==> src/rtl/ctrl_pkg.sv <==
// Shared encodings for the multicycle ARM-subset controller: FSM states,
// instruction-class opcodes, ALU operations, DP cmd values, condition codes.
package ctrl_pkg;

  typedef enum logic [3:0] {
    FETCH  = 4'd0,
    DECODE = 4'd1,
    MEMADR = 4'd2,
    MEMRD  = 4'd3,
    MEMWB  = 4'd4,
    MEMWR  = 4'd5,
    EXECR  = 4'd6,
    EXECI  = 4'd7,
    ALUWB  = 4'd8,
    BRANCH = 4'd9
  } state_t;

  localparam logic [1:0] OP_DP    = 2'b00;
  localparam logic [1:0] OP_MEM   = 2'b01;
  localparam logic [1:0] OP_BR    = 2'b10;
  localparam logic [1:0] OP_UNDEF = 2'b11;

  localparam logic [1:0] ALU_ADD = 2'b00;
  localparam logic [1:0] ALU_SUB = 2'b01;
  localparam logic [1:0] ALU_AND = 2'b10;
  localparam logic [1:0] ALU_ORR = 2'b11;

  localparam logic [3:0] CMD_ADD = 4'b0100;
  localparam logic [3:0] CMD_SUB = 4'b0010;
  localparam logic [3:0] CMD_AND = 4'b0000;
  localparam logic [3:0] CMD_ORR = 4'b1100;
  localparam logic [3:0] CMD_CMP = 4'b1010;

  typedef enum logic [3:0] {
    CC_EQ, CC_NE, CC_CS, CC_CC, CC_MI, CC_PL, CC_VS, CC_VC,
    CC_HI, CC_LS, CC_GE, CC_LT, CC_GT, CC_LE, CC_AL, CC_NV
  } cond_t;

endpackage

==> src/rtl/cond_eval.sv <==
// Combinational condition check and next-NZCV computation. FlagW[1] enables
// the NZ pair, FlagW[0] the CV pair; both are gated by the latched condition.
module cond_eval
  import ctrl_pkg::*;
(
  input  logic [3:0] Cond,
  input  logic [3:0] Flags,
  input  logic [3:0] ALUFlags,
  input  logic [1:0] FlagW,
  input  logic       CondExReg,
  output logic       CondEx,
  output logic [3:0] FlagsNext
);

  logic n, z, c, v;
  assign {n, z, c, v} = Flags;

  // Evaluate the condition field against the current flag register
  always_comb begin
    CondEx = 1'b0;
    case (cond_t'(Cond))
      CC_EQ:   CondEx = z;
      CC_NE:   CondEx = ~z;
      CC_CS:   CondEx = c;
      CC_CC:   CondEx = ~c;
      CC_MI:   CondEx = n;
      CC_PL:   CondEx = ~n;
      CC_VS:   CondEx = v;
      CC_VC:   CondEx = ~v;
      CC_HI:   CondEx = c & ~z;
      CC_LS:   CondEx = ~c | z;
      CC_GE:   CondEx = (n == v);
      CC_LT:   CondEx = (n != v);
      CC_GT:   CondEx = ~z & (n == v);
      CC_LE:   CondEx = z | (n != v);
      CC_AL:   CondEx = 1'b1;
      default: CondEx = 1'b0;
    endcase
  end

  // Merge ALU flags into the register value, pair by pair
  always_comb begin
    FlagsNext = Flags;
    if (FlagW[1] && CondExReg) FlagsNext[3:2] = ALUFlags[3:2];
    if (FlagW[0] && CondExReg) FlagsNext[1:0] = ALUFlags[1:0];
  end

endmodule

==> src/rtl/multicycle_controller.sv <==
// Moore-FSM sequencer for the multicycle ARM-subset datapath. Owns the NZCV
// register and the per-instruction condition result that gates all writes.
module multicycle_controller
  import ctrl_pkg::*;
#(
  parameter logic [3:0] RESET_FLAGS = 4'b0000,
  parameter int         STATE_W     = 4
) (
  input  logic               clk,
  input  logic               reset,
  input  logic [3:0]         Cond,
  input  logic [1:0]         Op,
  input  logic [5:0]         Funct,
  input  logic [3:0]         Rd,
  input  logic [3:0]         ALUFlags,
  output logic               PCWrite,
  output logic               MemWrite,
  output logic               RegWrite,
  output logic               IRWrite,
  output logic               AdrSrc,
  output logic [1:0]         ALUSrcA,
  output logic [1:0]         ALUSrcB,
  output logic [1:0]         ResultSrc,
  output logic [1:0]         ImmSrc,
  output logic [1:0]         RegSrc,
  output logic [1:0]         ALUControl,
  output logic [3:0]         Flags,
  output logic [STATE_W-1:0] State
);

  state_t     state, state_nxt;
  logic [3:0] flags_q, flags_nxt;
  logic       condex_q, cond_ex;
  logic [1:0] flag_w;
  logic [1:0] alu_dec, flagw_dec;
  logic       irw, nextpc, regw, memw, branch, latch_cond, pcs, rd_pc;
  logic [3:0] cmd;

  assign cmd   = Funct[4:1];
  assign rd_pc = (Rd == 4'd15);

  cond_eval u_cond_eval (
    .Cond      (Cond),
    .Flags     (flags_q),
    .ALUFlags  (ALUFlags),
    .FlagW     (flag_w),
    .CondExReg (condex_q),
    .CondEx    (cond_ex),
    .FlagsNext (flags_nxt)
  );

  // Map the DP cmd to an ALU op and the flag pairs it may update
  always_comb begin
    alu_dec   = ALU_ADD;
    flagw_dec = 2'b11;
    case (cmd)
      CMD_ADD: begin alu_dec = ALU_ADD; flagw_dec = 2'b11; end
      CMD_SUB: begin alu_dec = ALU_SUB; flagw_dec = 2'b11; end
      CMD_CMP: begin alu_dec = ALU_SUB; flagw_dec = 2'b11; end
      CMD_AND: begin alu_dec = ALU_AND; flagw_dec = 2'b10; end
      CMD_ORR: begin alu_dec = ALU_ORR; flagw_dec = 2'b10; end
      default: begin alu_dec = ALU_ADD; flagw_dec = 2'b11; end
    endcase
  end

  // State register; reset restarts at FETCH
  always_ff @(posedge clk) begin
    if (!reset) state <= FETCH;
    else        state <= state_nxt;
  end

  // Architectural flags and the condition result latched in DECODE
  always_ff @(posedge clk) begin
    if (!reset) begin
      flags_q  <= RESET_FLAGS;
      condex_q <= 1'b0;
    end else begin
      flags_q <= flags_nxt;
      if (latch_cond) condex_q <= cond_ex;
    end
  end

  // Next-state logic and Moore datapath controls
  always_comb begin
    state_nxt  = FETCH;
    irw        = 1'b0;
    nextpc     = 1'b0;
    regw       = 1'b0;
    memw       = 1'b0;
    branch     = 1'b0;
    latch_cond = 1'b0;
    flag_w     = 2'b00;
    AdrSrc     = 1'b0;
    ALUSrcA    = 2'b00;
    ALUSrcB    = 2'b00;
    ResultSrc  = 2'b00;
    ALUControl = ALU_ADD;
    case (state)
      FETCH: begin
        irw       = 1'b1;
        nextpc    = 1'b1;
        ALUSrcA   = 2'b01;
        ALUSrcB   = 2'b10;
        ResultSrc = 2'b10;
        state_nxt = DECODE;
      end
      DECODE: begin
        ALUSrcA    = 2'b01;
        ALUSrcB    = 2'b10;
        ResultSrc  = 2'b10;
        latch_cond = 1'b1;
        case (Op)
          OP_MEM:  state_nxt = MEMADR;
          OP_DP:   state_nxt = Funct[5] ? EXECI : EXECR;
          OP_BR:   state_nxt = BRANCH;
          default: state_nxt = FETCH;
        endcase
      end
      MEMADR: begin
        ALUSrcB   = 2'b01;
        state_nxt = Funct[0] ? MEMRD : MEMWR;
      end
      MEMRD: begin
        AdrSrc    = 1'b1;
        state_nxt = MEMWB;
      end
      MEMWB: begin
        ResultSrc = 2'b01;
        regw      = 1'b1;
      end
      MEMWR: begin
        AdrSrc = 1'b1;
        memw   = 1'b1;
      end
      EXECR, EXECI: begin
        ALUSrcB    = (state == EXECI) ? 2'b01 : 2'b00;
        ALUControl = alu_dec;
        flag_w     = Funct[0] ? flagw_dec : 2'b00;
        state_nxt  = ALUWB;
      end
      ALUWB: begin
        ResultSrc = 2'b00;
        regw      = (cmd != CMD_CMP);
      end
      BRANCH: begin
        ALUSrcA   = 2'b10;
        ALUSrcB   = 2'b01;
        ResultSrc = 2'b10;
        branch    = 1'b1;
      end
      default: state_nxt = FETCH;
    endcase
  end

  // Write gating: results targeting R15 become PC writes instead of RegWrite
  assign pcs      = branch | (regw & rd_pc);
  assign PCWrite  = reset & (nextpc | (pcs & condex_q));
  assign RegWrite = reset & regw & condex_q & ~rd_pc;
  assign MemWrite = reset & memw & condex_q;
  assign IRWrite  = reset & irw;

  assign ImmSrc = Op;
  assign RegSrc = {Op == OP_MEM, Op == OP_BR};
  assign Flags  = flags_q;
  assign State  = STATE_W'(state);

endmodule

==> config.mk <==
export PLATFORM = sky130hd
export DESIGN_NAME = multicycle_controller
export DESIGN_NICKNAME = d
export VERILOG_FILES = /design/src/rtl/ctrl_pkg.sv /design/src/rtl/cond_eval.sv /design/src/rtl/multicycle_controller.sv
export SDC_FILE = /design/constraint.sdc
export NUM_CORES = 1
export LEC_CHECK = 0
export ABC_CLOCK_PERIOD_IN_PS = 2000
export CELL_PAD_IN_SITES_DETAIL_PLACEMENT = 0
export CELL_PAD_IN_SITES_GLOBAL_PLACEMENT = 2
export CORE_ASPECT_RATIO = 0.6
export CORE_UTILIZATION = 19
export DETAILED_ROUTE_END_ITERATION = 8
export GPL_TIMING_DRIVEN = 0
export PLACE_DENSITY_LB_ADDON = 0.25
export SYNTH_ARGS = -nofsm -noshare
export SYNTH_HDL_FRONTEND = slang
export SYNTH_SLANG_ARGS = --single-unit
==> constraint.sdc <==
create_clock -name clk -period 2 [get_ports clk]
set_input_delay 0.3 -clock clk [delete_from_list [all_inputs] [get_ports clk]]
set_output_delay 0.3 -clock clk [all_outputs]
set_load 0.005 [all_outputs]
After elaboration in Yosys (flattened, before gate mapping):

Index checks and enable logic that the tools add are counted.

* ROM bits: 0
* latch bits: 0
* register bits after elaboration: 9
* output and inout bits: 25
* memories: 0
* memory bits (writable): 0

* bitwise logic cells: 20
* $add $sub $neg: 0
* multipliers: 0
* order comparisons: 0
* shifts and indexed selects: 0
* mux-type cells: 20
* reductions and logical operators: 13
* divide/modulo/power cells: 0
* equal/unequal tests: 32

Operators with widths (count)
* == test 4 bit (second input constant): 12
* == test 4 x 3 -> 1 bit (second input constant): 8
* == test 4 x 2 -> 1 bit (second input constant): 5
* case mux 4 bit (5 select lines): 1
* case mux 1 bit (15 select lines): 1
* logical NOT 4 bit: 3
* case mux 2 bit (3 select lines): 2
* case mux 4 bit (3 select lines): 1
* OR reduction 2 bit: 6
* AND 1 bit: 11
* == test 4 x 1 -> 1 bit (second input constant): 2
* 2-to-1 mux 1 bit: 8
* case mux 2 bit (2 select lines): 2
* 2-to-1 mux 2 bit: 3
* inverter 1 bit: 5
* inequality test 4 bit (second input constant): 1
* bitwise OR 1 bit: 4
* 2-to-1 mux 3 bit: 1
* OR reduction 3 bit: 1
* == test 2 x 1 -> 1 bit (second input constant): 1
* == test 2 bit (second input constant): 1
* logical AND 1 bit: 2
* logical NOT 2 bit: 1
* case mux 1 bit (2 select lines): 1
* other kinds (2): 2

Depth between registers and ports, before layout:

Gate-level depths: netlist of the first run.

* word-level depth: 7
* gate-level depth with buffers: 6

Modules after synthesis:

A second synthesis of the first run with hierarchy kept.

* cells, all modules: 109
* area total of the unflattened synthesis: 868.3 sq um

Modules (own cells, without submodules)
* multicycle_controller: cells each 78, sequential area each 180.2 sq um, area each 640.6 sq um, times used 1
* cond_eval: cells each 31, sequential area each 0.0 sq um, area each 227.7 sq um, times used 1

Worst setup path before layout of the first run:

No wires, ideal clock.

* path type: reg2out
* start: register state[2], in the netlist State[2]
* end: output ResultSrc[1]
* cell stages (with the launch flop): 5
* path buffers: 1
* path slack: 0.534 ns
* arrival: 1.166 ns
* path through: dfxtp_1 -> clkbuf_1 -> nor2_1 -> and3_1 -> or2_2

* cells in the longest elaborated chain, start to end: 3
* elaborated cells on any way between the ends: 6
* classes of those cells: eq/ne: 3; mux: 1; reduce/logical: 2

RTL lines
* start, declared: line multicycle_controller.sv:31 `state_t state, state_nxt;`
* start signal, assigned: line multicycle_controller.sv:69 `else state <= state_nxt;`
* == test 4 x 1 -> 1 bit (tied with other cells): line multicycle_controller.sv:98 `case (state)`
* OR reduction 3 bit (no source line)
* case mux 2 bit (2 select lines) *: line multicycle_controller.sv:98
* end, declared: line multicycle_controller.sv:23 `output logic [1:0] ResultSrc,`

Mark *: on every way between the ends. The rest lies on a longest branch, timed or not.

Final worst setup path of the first run:

* start: register state[3], in the netlist State[3]
* end: output ResultSrc[1]

The elaborated chain is that of the path after synthesis.

==> impl_metrics.ini, run 1 <==
[detailed_routing]
ant_nets = 0
via_count = 962
wl_per_cell_um = 12.4
route.detailed.drc = 0
finalWirelength_um = 2750
drtIter0Drc = 45
via_per_inst = 4.35
dr.pass1.iters = 4

[placed_design]
post-dp-hpwl_um = 2170
post-place-cells = 216
placed_cell_area_um2 = 1350
portBuffers = 46
gp_congestion = 0.727

[sta]
clock.fmax_mhz = 515
period_minus_slack_ps = 1940
skew_ps = 1.81
worstMarginPinSlew_ps = 621
fin_crit_sh = 0.971
setup_viol_count_final = 0
finalHoldViolCount = 0
setup_tns_ps = 0
slew_headroom = 0.580
rsz0062_at_grt = true
slew_viol_final = 0

[critical_path]
max_stage_delay_ps = 440
cp.required_ps = 1700
worst_path_max_delay_cell = clkdlybuf4s50_1
worstSetupPathType = reg2out
crit_chain = buf_4 -> and3_1 -> or2_2 -> clkdlybuf4s50_1
path_buf_inv = 2
path_depth = 4
r2r.worst_path.cells = 4
crit_fanout = 10
startpoint = State[3]
r2r_setup_slack_ps = 460
cp_top_family = buffers and inverters
critPathCaptureType = output port
timing.rr.start = State[3]
critPathLaunchType = flip-flop
setup.worst_path.end = ResultSrc[1]
critPathArrivalTime_ps = 1640
r2r-end = condex_q

[floorplanning]
io_pins = 47
die_h_um = 52.7
dieWidth_um = 86.5
fp.dieArea_um2 = 4560
initial_core_util = 0.199
design.core.area_um2 = 4100
rows = 18

[logic_synthesis]
synth_edf_count = 0
synth_cells = 110
ys_seq_area_frac = 0.221
syn-mean-instance-area_um2 = 7.40
ys_ff_latch = 9
synth_area_leaders = dfxtp_1 22%, nor2b_1 7.7%, mux2i_1 6.1%
synth_top_area_share = 0.221
synth.distinct_cells = 38
syn-cell-area_um2 = 815
async_flop_share = 0
synth_ff_type = dfxtp_1
synth_top_cell_by_area = dfxtp_1
syn-num-nets = 132
ys_warn_count = 0

[global_route]
grt_pass1_vias = 862
antenna_found_initial = 0
grt_pass1_wl_um = 4330
grtUsageTotal = 0.126
gr-total-overflow = 0
grt_max_degree = 12

[clock_network]
cts.path.max_buffers = 2
cts_tree = yes
cts-htree-levels = 1
cts_buffers = 3
cts_root_buf = clkbuf_8
clk_pin_slew_ps = 40
clock-sinks = 9
insertion_delay_ps = 230

[layout]
final_common_cell = clkdlybuf4s50_1
drive_above_1_share = 0.143
diodes = 0
nNetsFinal = 184
finalInstanceArea_um2 = 1470
n_fill_cell = 443
mostFrequentLayoutCells = 34 x clkdlybuf4s50_1, 11 x nand2_1, 10 x nor2b_1
layout.cells.non_filler = 221
area_delta_synth_final_pct = 79.9

[power_and_ir_drop]
vdd_drop_max_mv = 0.354
finalPower_mw = 0.623
powerDensity_nw_per_um2 = 425
power.leakage_nw = 0.638

[run]
maxCapViolCount = 0

[worst_hold_path]
hp-class = in2reg

[status]
status = complete, no violations
==> report_power, final <==
group | switching [mW] | leakage, nW | internal [mW]
clock | 0.0716 | 0.0228 | 0.139
combinational | 0.0851 | 0.540 | 0.126
sequential | 0.0140 | 0.0749 | 0.188
total | 0.171 | 0.638 | 0.453
==> logic make-up after synthesis <==
kind of cell | Yosys count | synth area share
simple gates | 59 | 0.418
mux | 6 | 0.0753
compound gates | 21 | 0.174
buf+inv | 10 | 0.0584
flops | 9 | 0.221
xor+xnor | 5 | 0.0538
==> routing by layer <==
metal / up-vias / GRT usage / routed length (um)
met5: - / 0 / 0
met2: 26 / 0.173 / 1080
met3: 0 / 0.0441 / 192
met4: 0 / 0.0167 / 0
li1: 502 / - / -
met1: 434 / 0.185 / 1470
==> area by class of cell <==
cell class,count,area (um^2),area share
Sequential cell,9,189,0.129
Timing Repair Buffer,49,483,0.330
Buffer,6,46.3,0.0316
Multi-Input combinational cell,91,619,0.423
Tap cell,60,75.1,0.0512
Clock buffer,4,45.0,0.0307
Inverter,2,7.51,0.00512
==> metrics by stage <==
step	hold WS, ps	util	worst slack (ps)
after floorplan	428	-	534
after global placement	563	0.329	-401
after detailed placement	578	0.329	-400
after CTS	543	0.346	-76.3
after global routing	446	0.357	-3.25
final	441	0.357	58.9
==> how the worst min path moves through the flow <==
stage	to	slack [ps]	from	depth (start not counted)
floorplan	Flags[0]	430	reset	1
global placement	Flags[1]	560	Flags[1]	2
detailed placement	Flags[1]	580	Flags[1]	2
CTS	State[2]	540	State[1]	2
global route	Flags[2]	450	reset	2
finish	State[3]	440	reset	2
==> Yosys cell counts (2+ instances only) <==
| master | number |
|---|---|
| nor4b_1 | 2 |
| inv_1 | 2 |
| nand2_1 | 12 |
| clkbuf_1 | 4 |
| nor2b_1 | 10 |
| nor2_1 | 5 |
| a21oi_1 | 3 |
| buf_4 | 2 |
| and3_1 | 3 |
| xnor2_1 | 3 |
| nand2b_1 | 5 |
| o221ai_1 | 2 |
| or2_2 | 2 |
| mux2i_1 | 5 |
| xor2_1 | 2 |
| nor3_1 | 8 |
| nand3b_1 | 2 |
| o211ai_1 | 3 |
| dfxtp_1 | 9 |
| nand3_1 | 2 |
| o21ai_0 | 7 |
==> timing repair <==
action	CTS	global route
buffers inserted	1	2
gates resized for setup	17	16
setup endpoints to repair	10	9
hold buffers	0	0
==> flip-flops by register name, summed over array words and instances, names as in the netlist <==
name      count
Flags         4
State         4
condex_q      1
No activity file was read; power rests on OpenSTA's default activity.
==> inputs of run 2 (changes only) <==
--- a/config.mk
+++ b/config.mk
@@ -9,6 +9,7 @@
 export CELL_PAD_IN_SITES_DETAIL_PLACEMENT = 0
 export CELL_PAD_IN_SITES_GLOBAL_PLACEMENT = 2
 export CORE_ASPECT_RATIO = 0.6
+export CORE_MARGIN = 8
 export CORE_UTILIZATION = 19
 export DETAILED_ROUTE_END_ITERATION = 8
 export GPL_TIMING_DRIVEN = 0
==> run 2 against run 1 <==
Against the previous run: via count down 0.21%; setup slack better by 10 ps; clock-buffer cell count unchanged; power about the same; flip-flop and latch count unchanged; cell count unchanged; sequential share of layout area up 0.078 points; worst hold slack worse by 3.6 ps; clock power down 2%; largest cell class unchanged; largest power group unchanged; highest routed layer is now met4.
==> impl_metrics.ini, run 2 (synthesis results as in run 1) <==
[layout]
final_common_cell = clkdlybuf4s50_1
mostFrequentLayoutCells = 34 x clkdlybuf4s50_1, 11 x nand2_1, 9 x nor2b_1
area_delta_synth_final_pct = 78.8
drive_above_1_share = 0.155
diodes = 0
fin_util = 0.353
nNetsFinal = 184

[detailed_routing]
via_per_inst = 4.34
route.detailed.drc = 0
drt-met1-wl_um = 1560
finalWirelength_um = 3060
route.met2.wl_um = 1310
top_layer = met4
wl_per_cell_um = 13.8
via_count = 960
drtIter0Drc = 78
wl_met3_um = 183
dr.pass1.iters = 4
ant_nets = 0

[power_and_ir_drop]
powerDensity_nw_per_um2 = 428
intPower_mw = 0.453
p_sw_frac = 0.273
p_clk_frac = 0.330
power.leakage_nw = 0.598
combPwrFrac = 0.346
p_sw_mw = 0.170
seqPwrFrac = 0.324
finalPower_mw = 0.623
vdd_drop_max_mv = 0.286

[critical_path]
critPathCaptureType = output port
critPathArrivalTime_ps = 1630
critPathLaunchType = primary input
worstSetupPathType = in2out
crit_chain = clkdlybuf4s50_1 -> nor2b_2 -> clkdlybuf4s50_1
crit_fanout = 6
max_stage_delay_ps = 560
worst_path_max_delay_cell = clkdlybuf4s50_1
crit_top_cell = clkdlybuf4s50_1
r2r_setup_slack_ps = 400
cp.required_ps = 1700

[status]
status = complete, no violations

[sta]
clock.fmax_mhz = 518
finalHoldViolCount = 0
skew_ps = 0.469
setup_viol_count_final = 0
slew_headroom = 0.543
worstMarginPinSlew_ps = 677
period_minus_slack_ps = 1930
setup_tns_ps = 0
fin_crit_sh = 0.966
slew_viol_final = 0
layout_setup_ws_ps = 69.0

[global_route]
grt_pass1_vias = 931
gr-total-overflow = 0
grt_pass1_wl_um = 4820
grtUsageTotal = 0.0896
antenna_found_initial = 0
grt_max_degree = 12

[clock_network]
cts.path.max_buffers = 2
cts-htree-levels = 1
postCtsHoldBufs = 0
cts_tree = yes
clk_pin_slew_ps = 40
clock-sinks = 9
insertion_delay_ps = 230
cts_root_buf = clkbuf_8
cts_buffers = 3

[floorplanning]
dieWidth_um = 101
rows = 18
design.core.area_um2 = 4120
io_pins = 47
initial_core_util = 0.198
die_h_um = 66.7
fp.dieArea_um2 = 6710

[run]
maxCapViolCount = 0

[placed_design]
place_ws_ps = -374
portBuffers = 46
post-dp-hpwl_um = 2480
gp_congestion = 0.753

[worst_hold_path]
hp-class = in2reg
[run 2: layer usage]
| metal | vias up | GRT usage |
|---|---|---|
| met5 | - | 0 |
| met4 | 0 | 0.0112 |
| met3 | 2 | 0.0385 |
| met2 | 20 | 0.131 |
| met1 | 438 | 0.121 |
| li1 | 500 | - |
[run 2: repair_timing]
action                     4_1_cts  5_1_grt
gates resized for setup         22       11
pin swaps                        1        0
setup endpoints to repair       10        7
setup buffers                    0        3
[run 2: worst max-delay path, delay by kind of cell]
kind          cells  cell delay, ps
simple gates      1             240
buf+inv           2            1090
[run 2: final timing paths]
path                to  depth (start not counted)  startpoint
min reg2reg   State[2]                          2    State[1]
max reg2reg   condex_q                          4    State[3]
min           State[3]                          2       reset
max          RegSrc[0]                          3       Op[1]
[run 2: stage by stage]
stage	hold slack, ps	instances	area (um^2)
global route	455	221	1460
floorplan	428	110	815
global placement	572	216	1350
finish	437	221	1460
detailed placement	594	216	1350
CTS	536	218	1420
[run 2: area by class of cell]
| cell class | instances | area [um^2] |
|---|---|---|
| Buffer | 6 | 42.5 |
| Clock buffer | 4 | 45.0 |
| Fill cell | 443 | 2670 |
| Inverter | 2 | 7.51 |
| Multi-Input combinational cell | 91 | 622 |
| Sequential cell | 9 | 189 |
| Tap cell | 60 | 75.1 |
| Timing Repair Buffer | 49 | 475 |
[run 2: power groups by stage]
stage	sequential [mW]	combinational, mW	clock, mW
finish	0.202	0.216	0.206
detailed placement	0.200	0.213	0
global route	0.203	0.233	0.235
CTS	0.201	0.209	0.216
floorplan	0.198	0.0889	0
global placement	0.200	0.214	0
==> inputs of run 3 (changes only) <==
--- a/config.mk
+++ b/config.mk
@@ -11,6 +11,7 @@
 export CORE_ASPECT_RATIO = 0.6
 export CORE_MARGIN = 8
 export CORE_UTILIZATION = 19
+export CTS_CLUSTER_SIZE = 12
 export DETAILED_ROUTE_END_ITERATION = 8
 export GPL_TIMING_DRIVEN = 0
 export PLACE_DENSITY_LB_ADDON = 0.25
==> results of run 3 <==
Final layout, timing and power as in run 2 (identical DEF).
